### src/rtl/bin_gray_5bit_ser_enc_pkg.sv
// Shared definitions for the serial binary-to-Gray encoder: FSM state
// encoding, default word width and the counter sizing helper.
package bin_gray_5bit_ser_enc_pkg;

   // Two-state frame controller: waiting for a word, or shifting one out.
   typedef enum logic {
      ST_IDLE  = 1'b0,
      ST_SHIFT = 1'b1
   } state_t;

   // Default word width of the 5-bit converter datapath.
   localparam int DEFAULT_WIDTH = 5;

   // Bit counters must be able to hold the value WIDTH itself, because the
   // counter advances once more on the final shift of a frame.
   function automatic int cnt_width(input int w);
      return $clog2(w + 1);
   endfunction

endpackage

### src/rtl/bin_gray_bit_enc.sv
// One-bit serial binary-to-Gray encoder cell. Each Gray bit is the current
// binary bit XORed with the binary bit that preceded it (MSB-first), so the
// cell only has to remember the previous binary bit.
module bin_gray_bit_enc
   import bin_gray_5bit_ser_enc_pkg::*;
(
   input  logic clk,
   input  logic rst_n,
   input  logic clr,
   input  logic en,
   input  logic b,
   output logic g,
   output logic prev
);

   // The first bit of a frame must pass through unchanged, hence prev is
   // forced to 0 by clr at every frame start.
   assign g = b ^ prev;

   // Previous-bit register: cleared on reset or frame start, advanced per bit.
   always_ff @(posedge clk) begin
      if (!rst_n) begin
         prev <= 1'b0;
      end else if (clr) begin
         prev <= 1'b0;
      end else if (en) begin
         prev <= b;
      end
   end

endmodule

### src/rtl/bin_gray_5bit_ser_enc.sv
// Serial binary-to-Gray encoder. A parallel binary word is captured on start,
// shifted MSB-first through a one-bit XOR encoder cell, emitted as a serial
// Gray stream with a per-bit valid, and reassembled into a parallel Gray word
// that is presented together with a one-cycle done pulse.
module bin_gray_5bit_ser_enc
   import bin_gray_5bit_ser_enc_pkg::*;
#(
   parameter int WIDTH = DEFAULT_WIDTH
) (
   input  logic             clk,
   input  logic             rst_n,
   input  logic             start,
   input  logic [WIDTH-1:0] bin_in,
   output logic             busy,
   output logic             ser_out,
   output logic             ser_valid,
   output logic [WIDTH-1:0] gray_out,
   output logic             done
);

   localparam int CW = cnt_width(WIDTH);

   if (WIDTH < 2) begin : g_width_check
      $error("bin_gray_5bit_ser_enc: WIDTH must be at least 2");
   end

   state_t           state;
   state_t           state_nxt;
   logic             load;
   logic             shift;
   logic             last;

   logic [WIDTH-1:0] bin_sr;
   // Only the low WIDTH-1 Gray bits need storing: the final bit is appended
   // combinationally when the finished word is written to gray_out.
   logic [WIDTH-2:0] gray_sr;
   logic [WIDTH-1:0] gray_nxt;
   logic [CW-1:0]    cnt;
   logic             g;
   logic             prev;

   assign busy     = (state == ST_SHIFT);
   assign gray_nxt = {gray_sr, g};

   // Serial encoder cell fed by the MSB of the binary shift register.
   bin_gray_bit_enc u_bit_enc (
      .clk  (clk),
      .rst_n(rst_n),
      .clr  (load),
      .en   (shift),
      .b    (bin_sr[WIDTH-1]),
      .g    (g),
      .prev (prev)
   );

   // FSM state register.
   always_ff @(posedge clk) begin
      if (!rst_n) begin
         state <= ST_IDLE;
      end else begin
         state <= state_nxt;
      end
   end

   // Next-state and datapath strobes; start is only honoured in IDLE, which
   // also covers the done cycle so frames can run back to back.
   always_comb begin
      state_nxt = state;
      load      = 1'b0;
      shift     = 1'b0;
      last      = 1'b0;
      case (state)
         ST_IDLE: begin
            if (start) begin
               load      = 1'b1;
               state_nxt = ST_SHIFT;
            end
         end
         ST_SHIFT: begin
            shift = 1'b1;
            if (cnt == CW'(WIDTH - 1)) begin
               last      = 1'b1;
               state_nxt = ST_IDLE;
            end
         end
         default: begin
            state_nxt = ST_IDLE;
         end
      endcase
   end

   // Shift registers, bit counter and output registers. ser_valid and done
   // are single-cycle strobes; ser_out and gray_out hold between updates.
   always_ff @(posedge clk) begin
      if (!rst_n) begin
         bin_sr    <= '0;
         gray_sr   <= '0;
         cnt       <= '0;
         ser_out   <= 1'b0;
         ser_valid <= 1'b0;
         gray_out  <= '0;
         done      <= 1'b0;
      end else begin
         ser_valid <= 1'b0;
         done      <= 1'b0;
         if (load) begin
            bin_sr  <= bin_in;
            gray_sr <= '0;
            cnt     <= '0;
         end else if (shift) begin
            ser_out   <= g;
            ser_valid <= 1'b1;
            bin_sr    <= bin_sr << 1;
            gray_sr   <= gray_nxt[WIDTH-2:0];
            cnt       <= cnt + CW'(1);
            if (last) begin
               gray_out <= gray_nxt;
               done     <= 1'b1;
            end
         end
      end
   end

   // The encoder cell must start every frame with a cleared history bit.
   a_prev_cleared: assert property (
      @(posedge clk) disable iff (!rst_n) (shift && cnt == '0) |-> !prev
   );

endmodule

### config.mk
export PLATFORM = sky130hd
export DESIGN_NAME = bin_gray_5bit_ser_enc
export DESIGN_NICKNAME = d
export VERILOG_FILES = /design/src/rtl/bin_gray_5bit_ser_enc_pkg.sv /design/src/rtl/bin_gray_bit_enc.sv /design/src/rtl/bin_gray_5bit_ser_enc.sv
export SDC_FILE = /design/constraint.sdc
export NUM_CORES = 1
export LEC_CHECK = 0
export ABC_AREA = 1
export CAP_MARGIN = 5
export CORE_ASPECT_RATIO = 0.9
export CORE_MARGIN = 2
export CORE_UTILIZATION = 40
export DETAILED_ROUTE_END_ITERATION = 10
export PLACE_DENSITY = 0.71
export SYNTH_ARGS = -nofsm -noshare
export SYNTH_HDL_FRONTEND = slang
export SYNTH_HIERARCHICAL = 1
export SYNTH_SLANG_ARGS = --single-unit
### constraint.sdc
create_clock -name clk -period 1.25 [get_ports clk]
set_clock_uncertainty 0.1 [all_clocks]
set_input_delay 0.3125 -clock clk [delete_from_list [all_inputs] [get_ports clk]]
set_output_delay 0.3125 -clock clk [all_outputs]
set_load 0.1 [all_outputs]
# [Yosys cells after proc, flatten, opt, wreduce, memory -nomap -nowiden]
# Cells that the tools add are included.
[totals] regBits=22 inputBits=8 out_inout_bits=9 word_cells=32
[op_classes] addsub=1 n_eq_ne=1 n_mux=11 n_bitwise=5 n_reduce_logical=5
[op_table] cell="$mux W5" n=2
[op_table] cell="$mux W1" n=8
[op_table] cell="$not A1 Y1" n=4
[op_table] cell="$add A3 B1 Y3 const B" n=1
[op_table] cell="$eq A3 B3 Y1 const B" n=1
[op_table] cell="$reduce_and A3 Y1" n=1
[op_table] cell="$reduce_or A3 Y1" n=1
[op_table] cell="$pmux W1 S2" n=1
[op_table] cell="$reduce_and A2 Y1" n=1
[op_table] cell="$reduce_bool A2 Y1" n=1
[op_table] cell="$reduce_or A2 Y1" n=1
[op_table] cell="$xor A1 B1 Y1" n=1

# [Logic depth before layout (Yosys ltp)]
# Gate-level depths: netlist (run 1).
[logic_depth] ltp_word=4 ltp_mapped=7

# [Modules after synthesis]
# Netlist (run 1), hierarchy kept.
[modules_own_cells] module="bin_gray_5bit_ser_enc" n_inst=1 cells_per_inst=108 area_each_um2=859.6 seq_area_each_um2=420.4
[modules_own_cells] module="bin_gray_bit_enc" n_inst=1 cells_per_inst=8 area_each_um2=56.3 seq_area_each_um2=20.0

# [Worst setup path before layout (run 1)]
# No wires, ideal clock.
[synth_path] kind="flip-flop to flip-flop" startpoint="reg state, in the netlist busy" endpoint="reg bin_sr[1]" setup_time_ps=109 arrival_ps=1609 required_ps=1041 slack_ps=-568 stages_incl_launch_ff=8 synth_period_minus_slack_ps=1818 path_cell_list="dfxtp_1 > buf_6 > inv_2 > buf_6 > nand3_1 > nand3_1 > nand2_1 > inv_1"
[synth_between] elab_chain_len=2 word_cells_on_any_way=4 classes_between="mux (3); reduce/logical (1)"
[synth_lines] element="start, declared" line_no="bin_gray_5bit_ser_enc.sv:27" text="state_t state;"
[synth_lines] element="start signal, assigned" line_no="bin_gray_5bit_ser_enc.sv:61" text="state <= state_nxt;"
[synth_lines] element="$mux W1" line_no="bin_gray_5bit_ser_enc.sv:72" text="case (state)"
[synth_lines] element="$mux W5 / $reduce_bool A2 Y1 (equally long branches)"
[synth_lines] element="end signal, assigned" line_no="bin_gray_5bit_ser_enc.sv:107" text="bin_sr <= bin_in;"
[synth_lines] element="end signal, assigned" line_no="bin_gray_5bit_ser_enc.sv:113" text="bin_sr <= bin_sr << 1;"
[synth_lines] element="end, declared" line_no="bin_gray_5bit_ser_enc.sv:33" text="logic [WIDTH-1:0] bin_sr;"
# Several ways; a longest one is shown, not always the timed one.
# A chain may end at the register's enable or synchronous reset.

# [Final worst setup path (run 1)]
[layout_path] startpoint="reg state, in the netlist busy" endpoint="out busy"
[layout_lines] element="end, declared" line_no="bin_gray_5bit_ser_enc.sv:14" text="output logic busy,"
# No word-level cell between the ends.

==> summary by stage, run 1 <==
Clocking
The CTS tree is yes. The total CTS buffers is 3. Clock-pin slew was measured on the worst setup and hold paths at 0.12 ns. The tree built by TritonCTS fans out to 22 sinks. After clock tree synthesis, the flow added hold-fix buffers numbering 0. The longest clock path from root to sink contains 2 buffers.

Clock tree synthesis selected as its root buffer the cell sky130_fd_sc_hd__clkbuf_4. For the worst-skew pair, the clock arrives at the later sink with an insertion delay of 0.30 ns. The depth of the CTS H-tree is 1.

Floorplan
The height of the die is 49.4 um. The floorplan core area is roughly 0.0022 sq mm. In this run the core area contains 16 standard-cell rows.

The die covers 0.00269 sq mm. From left edge to right edge, the die measures 54.4 um. Pin placement for this block handled 17 I/O pins. The initial cell density of the core is 0.420.

Yosys
For this run, the number of Yosys warnings is 6. The top flip-flop cell by instance count after synthesis is sky130_fd_sc_hd__dfxtp_1. The cell taking the most area after synthesis is sky130_fd_sc_hd__dfxtp_1.

Ranked by total cell area, the synthesized netlist is headed by sky130_fd_sc_hd__dfxtp_1 48%, sky130_fd_sc_hd__nand2_1 20%, sky130_fd_sc_hd__a21oi_1 4.4%, sky130_fd_sc_hd__nand3_1 4.4%, sky130_fd_sc_hd__inv_1 4.1%. The synthesized cell area is just over 900 sq um. The number of unique standard cell types used by synthesis is 17. After synthesis, the most frequently instantiated cells are 48 x sky130_fd_sc_hd__nand2_1, 22 x sky130_fd_sc_hd__dfxtp_1, 10 x sky130_fd_sc_hd__inv_1.

Yosys mapped a number of flops with a built-in enable equal to 0. The number of storage elements in the synthesis netlist is 22. Averaged over all synthesized cells, the footprint is 7.90 sq um. The synthesized netlist net count is 126.

The cell with the most instances after synthesis is sky130_fd_sc_hd__nand2_1. Of the post-synthesis cell area, the dominant cell type holds 0.481. The cell count after synthesis is 116.

The share of flip-flops with an asynchronous set or reset is 0. The register area share after synthesis is 0.481.

Finish
From synthesis to final layout, the design area changed by 41.1%. The repair_antennas step left the layout with diodes totalling 0. The net count of the finished layout is 150. In the final layout, the share of cells above drive strength 1 is 0.331.

The final standard cell area without fillers is 0.00129 sq mm. The non-filler instance count after layout is between 150 and 200.

Timing
The number of failing hold endpoints at the final stage is 0. Hold is met by between 0.3 and 0.4 ns. The final clock period utilization by the worst path is 1.01. The setup violation total in the final timing report is 3. Across all setup checks in the final design, the least slack found is -0.0117 ns.

Setup repair after global routing could not meet its margin everywhere. For this run, the top clock speed supported by timing is just under 800 MHz. The relative max-transition margin is 0.851. At the pin with the least slew margin, the transition time is 0.223 ns.

The worst path in the final design needs a cycle of 1.26 ns, including I/O delays and setup. The number of slew-limit violations in the final report is 0.

Min path
The tightest min-delay check is of the reg -> reg type.

Drt
In this run, the number of DRC markers left after iteration 0 of detailed routing was 12. Once detail routing completed, the nets flagged for antenna violations numbered 0. The highest layer touched by signal routing is met3. The detailed-routing wirelength on met1 is about 740 um. The aggregate routed wire length is 1.63 mm. After detailed routing, the average wire length per cell comes to roughly 9.8 um. The count of TritonRoute iterations in the first routing pass is 4. For this run, design rule violations remaining after detail routing come to 0. The final route contains 761 vias. The wire length on met3 is 46 um.

The number of vias per cell after detailed routing is 4.58. Wire segments on met2 add up to 848 um in the final route.

Power and ir drop
The worst-case IR drop observed on VDD is 495 uV. The leakage power figure is 0.000563 uW. Total power for the finished layout comes to between 1000 and 1500 uW. The total power divided by cell area is 1020 mW/mm^2.

Worst setup path
The maximum fanout count along the critical path is 2. Traced cell by cell, the critical path runs through buf_12. The largest single stage delay on the critical path is 0.38 ns. The slowest stage of the critical path belongs to the cell sky130_fd_sc_hd__dfxtp_4. The worst setup path is captured at a primary output. The kind of cell adding the most delay to the critical path is flip-flops.

The data required time at the worst endpoint is ~0.84 ns. The category of the critical setup timing path is reg -> out. The number of buffers and inverters on the critical path is 1. The worst endpoint data arrival time is 0.85 ns. STA classifies the critical path startpoint as a register.

Global route
Across every metal layer, demand over resource in global routing totals 0.138. The number of antenna violations at the first check in global routing is 0. The remaining global-route overflow is 0. The pin count of the biggest net entering global routing is 18.

The via count of the first global-routing pass came to 679. The wire length of the first global-routing pass is roughly 2.8 mm.

Flow run
Across the run, the number of max-cap violations was 0.

Placement
At the end of routability-driven placement, the weighted congestion stood at 0.758. Prior to clock tree synthesis, the placed netlist has a worst setup slack of -0.227 ns. After legalization and detailed placement, the total HPWL measured approximately 1.2 mm. The count of input and output buffers is 16. The cell area reported after detailed placement is 0.00124 sq mm.

The placed cell count is 161.

Status
The checks that failed: negative setup slack. The flow ran to the end, but the final reports show violations.
-- path summary, 6_finish.rpt --
path / start / to / cells after the start / slack [ns]
worst max register to register: busy$_SDFF_PN0_ / gray_sr[1]$_SDFFE_PP0P_ / 4 / 0.02
worst min register to register: gray_sr[3]$_SDFFE_PP0P_ / gray_out[4]$_SDFFE_PN0P_ / 2 / 0.35
worst min-delay path: gray_sr[3]$_SDFFE_PP0P_ / gray_out[4]$_SDFFE_PN0P_ / 2 / 0.35
worst max-delay path: busy$_SDFF_PN0_ / busy / 1 / -0.01
-- cells in the final DEF (no fill, tap or decap), types with 2 or more instances in the layout --
cell type	count
sky130_fd_sc_hd__nand2_2	2
sky130_fd_sc_hd__inv_2	3
sky130_fd_sc_hd__clkbuf_4	3
sky130_fd_sc_hd__nand2_1	47
sky130_fd_sc_hd__clkdlybuf4s50_1	7
sky130_fd_sc_hd__a21oi_1	8
sky130_fd_sc_hd__nand3_1	6
sky130_fd_sc_hd__buf_4	6
sky130_fd_sc_hd__dfxtp_2	10
sky130_fd_sc_hd__a21oi_2	2
sky130_fd_sc_hd__dfxtp_1	11
sky130_fd_sc_hd__nand3_2	2
sky130_fd_sc_hd__ha_1	2
sky130_fd_sc_hd__buf_12	9
sky130_fd_sc_hd__nor2_4	3
sky130_fd_sc_hd__inv_1	9
-- flip-flops by register name, indices dropped and copies added (netlist names) --
name / cells
bin_sr: 5
ser_valid: 1
busy: 1
ser_out: 1
done: 1
gray_sr: 4
u_bit_enc/prev: 1
gray_out: 5
cnt: 3
-- power breakdown --
group	switching, uW	total (uW)	leakage [uW]	internal [uW]
logic	122	208	0.000358	86.0
clock network	200	377	0.0000210	177
registers	13.5	733	0.000184	720
total	335	1320	0.000563	983
-- area by class of cell --
type / count / area [sq um]
Fill cell: 187 / 890
Sequential cell: 22 / 457
Multi-Input combinational cell: 77 / 408
Timing Repair Buffer: 23 / 307
Inverter: 13 / 51.3
Clock buffer: 4 / 36.3
Tap cell: 27 / 33.8
-- per-layer routing --
layer / vias up / track usage
met2: 13 / 0.231
met1: 347 / 0.176
met4: 0 / 0.0375
li1: 401 / -
met5: - / 0
met3: 0 / 0.0276
-- kinds of logic after synthesis --
logic type      count (synthesis)  share of synthesized area
xor+xnor                        1                    0.00956
buf+inv                        17                     0.0956
compound gates                 11                     0.0806
fa+ha+maj                       2                     0.0273
flops                          22                      0.481
simple gates                   63                      0.306
-- metrics by stage --
| step | utilization | setup TNS [ns] |
|---|---|---|
| after floorplan | - | -0.114 |
| after global placement | 0.569 | -3.27 |
| after detailed placement | 0.569 | -3.66 |
| after CTS | 0.589 | -0.147 |
| after global routing | 0.592 | -0.468 |
| final | 0.592 | -0.0166 |
-- what timing repair did --
item,4_1_cts,5_1_grt
setup buffers,1,0
pin swaps,1,1
endpoints found under the setup margin,8,23
resized for setup,0,3
-- worst reg2reg max path, stage by stage (launching register included) --
cell and delay, ns:
sky130_fd_sc_hd__dfxtp_4 0.37, sky130_fd_sc_hd__buf_6 0.16, sky130_fd_sc_hd__buf_4 0.17, sky130_fd_sc_hd__o21ai_4 0.23, sky130_fd_sc_hd__a21oi_1 0.08
(Power assumes the default switching activity.)
==> run 2, diff against run 1 <==
==> constraint.sdc (replaced) <==
create_clock -name clk -period 1.25 [get_ports clk]
set_clock_uncertainty 0.1 [all_clocks]
set_input_delay 0.375 -clock clk [delete_from_list [all_inputs] [get_ports clk]]
set_output_delay 0.375 -clock clk [all_outputs]
set_load 0.1 [all_outputs]
==> run 2 against run 1 <==
  * Hold slack better by 0.0024 ns
  * The flow still finishes with violations (negative setup slack)
  * Cell count is 1.2% higher
  * Combinational power is 4% higher
  * Non-clock buffer count is 2 higher
  * Sequential power hardly changed
  * First-iteration DRC count is 50% lower
  * Global-route usage is 1.9 points higher
  * Via count is 2.0% lower
  * Maximum frequency is 6.1% lower
  * Power is 1.5% higher
  * Critical path depth stayed put
  * Clock power is 2% higher
==> summary by stage, run 2 (synthesis gave the netlist of run 1 again) <==
Timing
The worst path in the final design needs a cycle of 1.34 ns, including I/O delays and setup. In the finished design, the share of the clock period the worst path needs comes to 1.07. For the pin with the worst max-slew slack, the measured transition is approximately 0.24 ns. Setup repair after global routing could not meet its margin everywhere. The number of failing hold endpoints at the final stage is 0. Setup violations remaining at the end of the flow were counted as 9. The post-layout worst setup margin is -0.0934 ns. The maximum clock rate is roughly 740 MHz. The number of slew-limit violations in the final report is 0. Measured against its own limit, the worst slew margin works out to 0.839.

Status
The final reports fail on negative setup slack. The flow ran to the end, but the final reports show violations.

Global route
The number of antenna violations at the first check in global routing is 0. The wire length of the first global-routing pass is 3.07 mm. Global routing finished with a remaining overflow of 0. The fraction of met2 tracks used by global routing is 0.249. In the global route stage, met3 resource usage came out at 0.0644. The met1 track utilization from global routing is 0.199. The global routing stage identified its most utilized layer as met2.

The total routing usage reported by global routing is 0.157. The via count of the first global-routing pass is around 710. Entering global routing, the biggest net connects 13 pins.

Min path
The destination of the worst hold path is gray_out[4]$_SDFFE_PN0P_. The number of cells traversed by the worst hold path is 2. The critical hold path startpoint is gray_sr[3]$_SDFFE_PP0P_. The path class of the tightest hold or removal check is reg -> reg.

Clocking
The total CTS buffers is 3. The clock insertion delay at the later pin of the skew report is 0.31 ns. The number of clock sinks is 22.

The root buffer selected by CTS is sky130_fd_sc_hd__clkbuf_4. Counting along the longest clock path gives a buffer depth of 2. The CTS tree is yes.

After clock tree synthesis, the clock-pin slew on the worst setup and hold paths is ~0.11 ns. CTS built an H-tree with a depth of 1. The post-cts hold buffer count is 0.

Worst setup path
The worst setup path is launched from a register. In this run the worst path has a maximum fanout of 2. The endpoint identified for the worst register-to-register timing path is gray_sr[3]$_SDFFE_PP0P_. For this design, the slowest cell found on the critical path is sky130_fd_sc_hd__dfxtp_4.

For the worst setup path, the data required time is 0.78 ns. The category of the critical setup timing path is reg -> out. The largest stage delay on the critical path is between 0.3 and 0.4 ns. The signal on the critical path passes through buf_12.

Counting cells, the worst reg-to-reg path comes to 4. For the worst setup path, the data arrival time is 0.87 ns. The worst register-to-register path has a setup slack of 0.06 ns. The worst register-to-register path begins at busy$_SDFF_PN0_. Counting both buffers and inverters, the worst setup path holds a total of 1. The kind of cell adding the most delay to the critical path is flip-flops.

The worst setup path is captured at a primary output.

Drt
In this run, the number of DRC markers left after iteration 0 of detailed routing was 6. Once detail routing completed, the nets flagged for antenna violations numbered 0. The count of TritonRoute iterations in the first routing pass is 3.

After detailed routing, the number of vias per cell comes to 4.44. For this run, design rule violations remaining after detail routing come to 0. The post-detailed-route wirelength per cell is approximately 10 um. The aggregate routed wire length is 1.71 mm. Detailed routing inserted a total of 746 vias.

Finish
The most frequent standard cell in the layout excluding fill and tap cells is sky130_fd_sc_hd__nand2_1. After routing the design area is 0.00133 sq mm. The antenna diode count is 0. The area added between synthesis and finish is 44.7%. At the end of the flow, the number of nets in the layout was 152. The number of fill cells is approximately 200. In the layout the commonest cells are 47 x sky130_fd_sc_hd__nand2_1, 12 x sky130_fd_sc_hd__dfxtp_1, 10 x sky130_fd_sc_hd__buf_12. The largest registers in the layout are bin_sr x5, gray_out x5, gray_sr x4. The fraction of layout instances using a drive strength above 1 is 0.340.

Placement
The final HPWL from detailed placement is around 1.3 mm. The final weighted congestion in routability-driven placement is 0.727. During placement, the flow inserted port buffers numbering 16. Summing all placed instances gives a cell area of 0.00125 sq mm. The worst slack after detailed placement is -0.280 ns.

Floorplan
The floorplan has 16 rows. For this configuration, the core starts out at a cell density of 0.420. The die covers 0.00269 sq mm. The die is 54.4 um wide. The number of ports placed on the die boundary is 17. The height of the die is 49.4 um. The floorplan core area is between 0.002 and 0.0025 sq mm.

Flow run
The max-cap check violation count is 0.

Power and ir drop
VDD sags by at most 1080 uV. Power spread over the standard cell area amounts to between 1000 and 1500 mW/mm^2. The leakage power figure is approximately 0.00059 uW.
-- run 2: changes by cell type in the layout (fill, tap and decap cells not counted) --
| cell | before | now |
|---|---|---|
| sky130_fd_sc_hd__a21oi_2 | 2 | 3 |
| sky130_fd_sc_hd__dlymetal6s2s_1 | 0 | 1 |
| sky130_fd_sc_hd__dfxtp_2 | 10 | 9 |
| sky130_fd_sc_hd__dfxtp_1 | 11 | 12 |
| sky130_fd_sc_hd__clkdlybuf4s50_1 | 7 | 6 |
| sky130_fd_sc_hd__buf_4 | 6 | 7 |
| sky130_fd_sc_hd__buf_12 | 9 | 10 |
| sky130_fd_sc_hd__a21oi_1 | 8 | 7 |
-- run 2: through the flow --
stage               hold slack, ns  TNS, ns  total power [uW]  instances  utilization
CTS                          0.360   -0.738              1340        168        0.596
floorplan                    0.322   -0.114               885        116            -
finish                       0.354   -0.663              1340        168        0.607
global placement             0.339    -4.65               951        162        0.573
detailed placement           0.343    -5.03               953        162        0.573
global route                 0.387   -0.984              1400        168        0.607
-- run 2: worst max-delay path by stage --
stage	end	slack [ns]	startpoint	cells after the start
CTS	gray_out[1]	-0.09	gray_out[1]$_SDFFE_PN0P_	1
global placement	bin_sr[1]$_SDFFE_PN0P_	-0.29	start	7
finish	busy	-0.09	busy$_SDFF_PN0_	1
detailed placement	bin_sr[3]$_SDFFE_PN0P_	-0.28	start	7
floorplan	bin_sr[1]$_SDFFE_PN0P_	-0.05	busy$_SDFF_PN0_	7
global route	gray_out[2]	-0.13	gray_out[2]$_SDFFE_PN0P_	1
-- run 2: final cells by class --
cell class / count / area, sq um / area share
multi-input cells: 77 / 412 / 0.311
clock buffers: 4 / 36.3 / 0.0274
inverters: 13 / 51.3 / 0.0387
well taps: 27 / 33.8 / 0.0255
repair buffers: 25 / 337 / 0.254
flip-flops and latches: 22 / 455 / 0.344
-- run 2: repair_timing --
action	in CTS	in global routing
buffers inserted	2	0
endpoints found under the setup margin	9	27
pin swaps	1	2
gates resized for setup	0	7
-- run 2: where the power goes --
| part | switching (uW) | internal (uW) | total [uW] |
|---|---|---|---|
| sequential | 14.8 | 720 | 735 |
| combinational | 123 | 94.2 | 217 |
| clock | 208 | 178 | 386 |
| total | 346 | 992 | 1340 |
-- run 2: routing by layer --
metal,up-vias,share of wire
met2,8,0.48
met1,328,0.48
met5,-,0
met3,3,0.033
met4,0,0.0076
li1,407,-
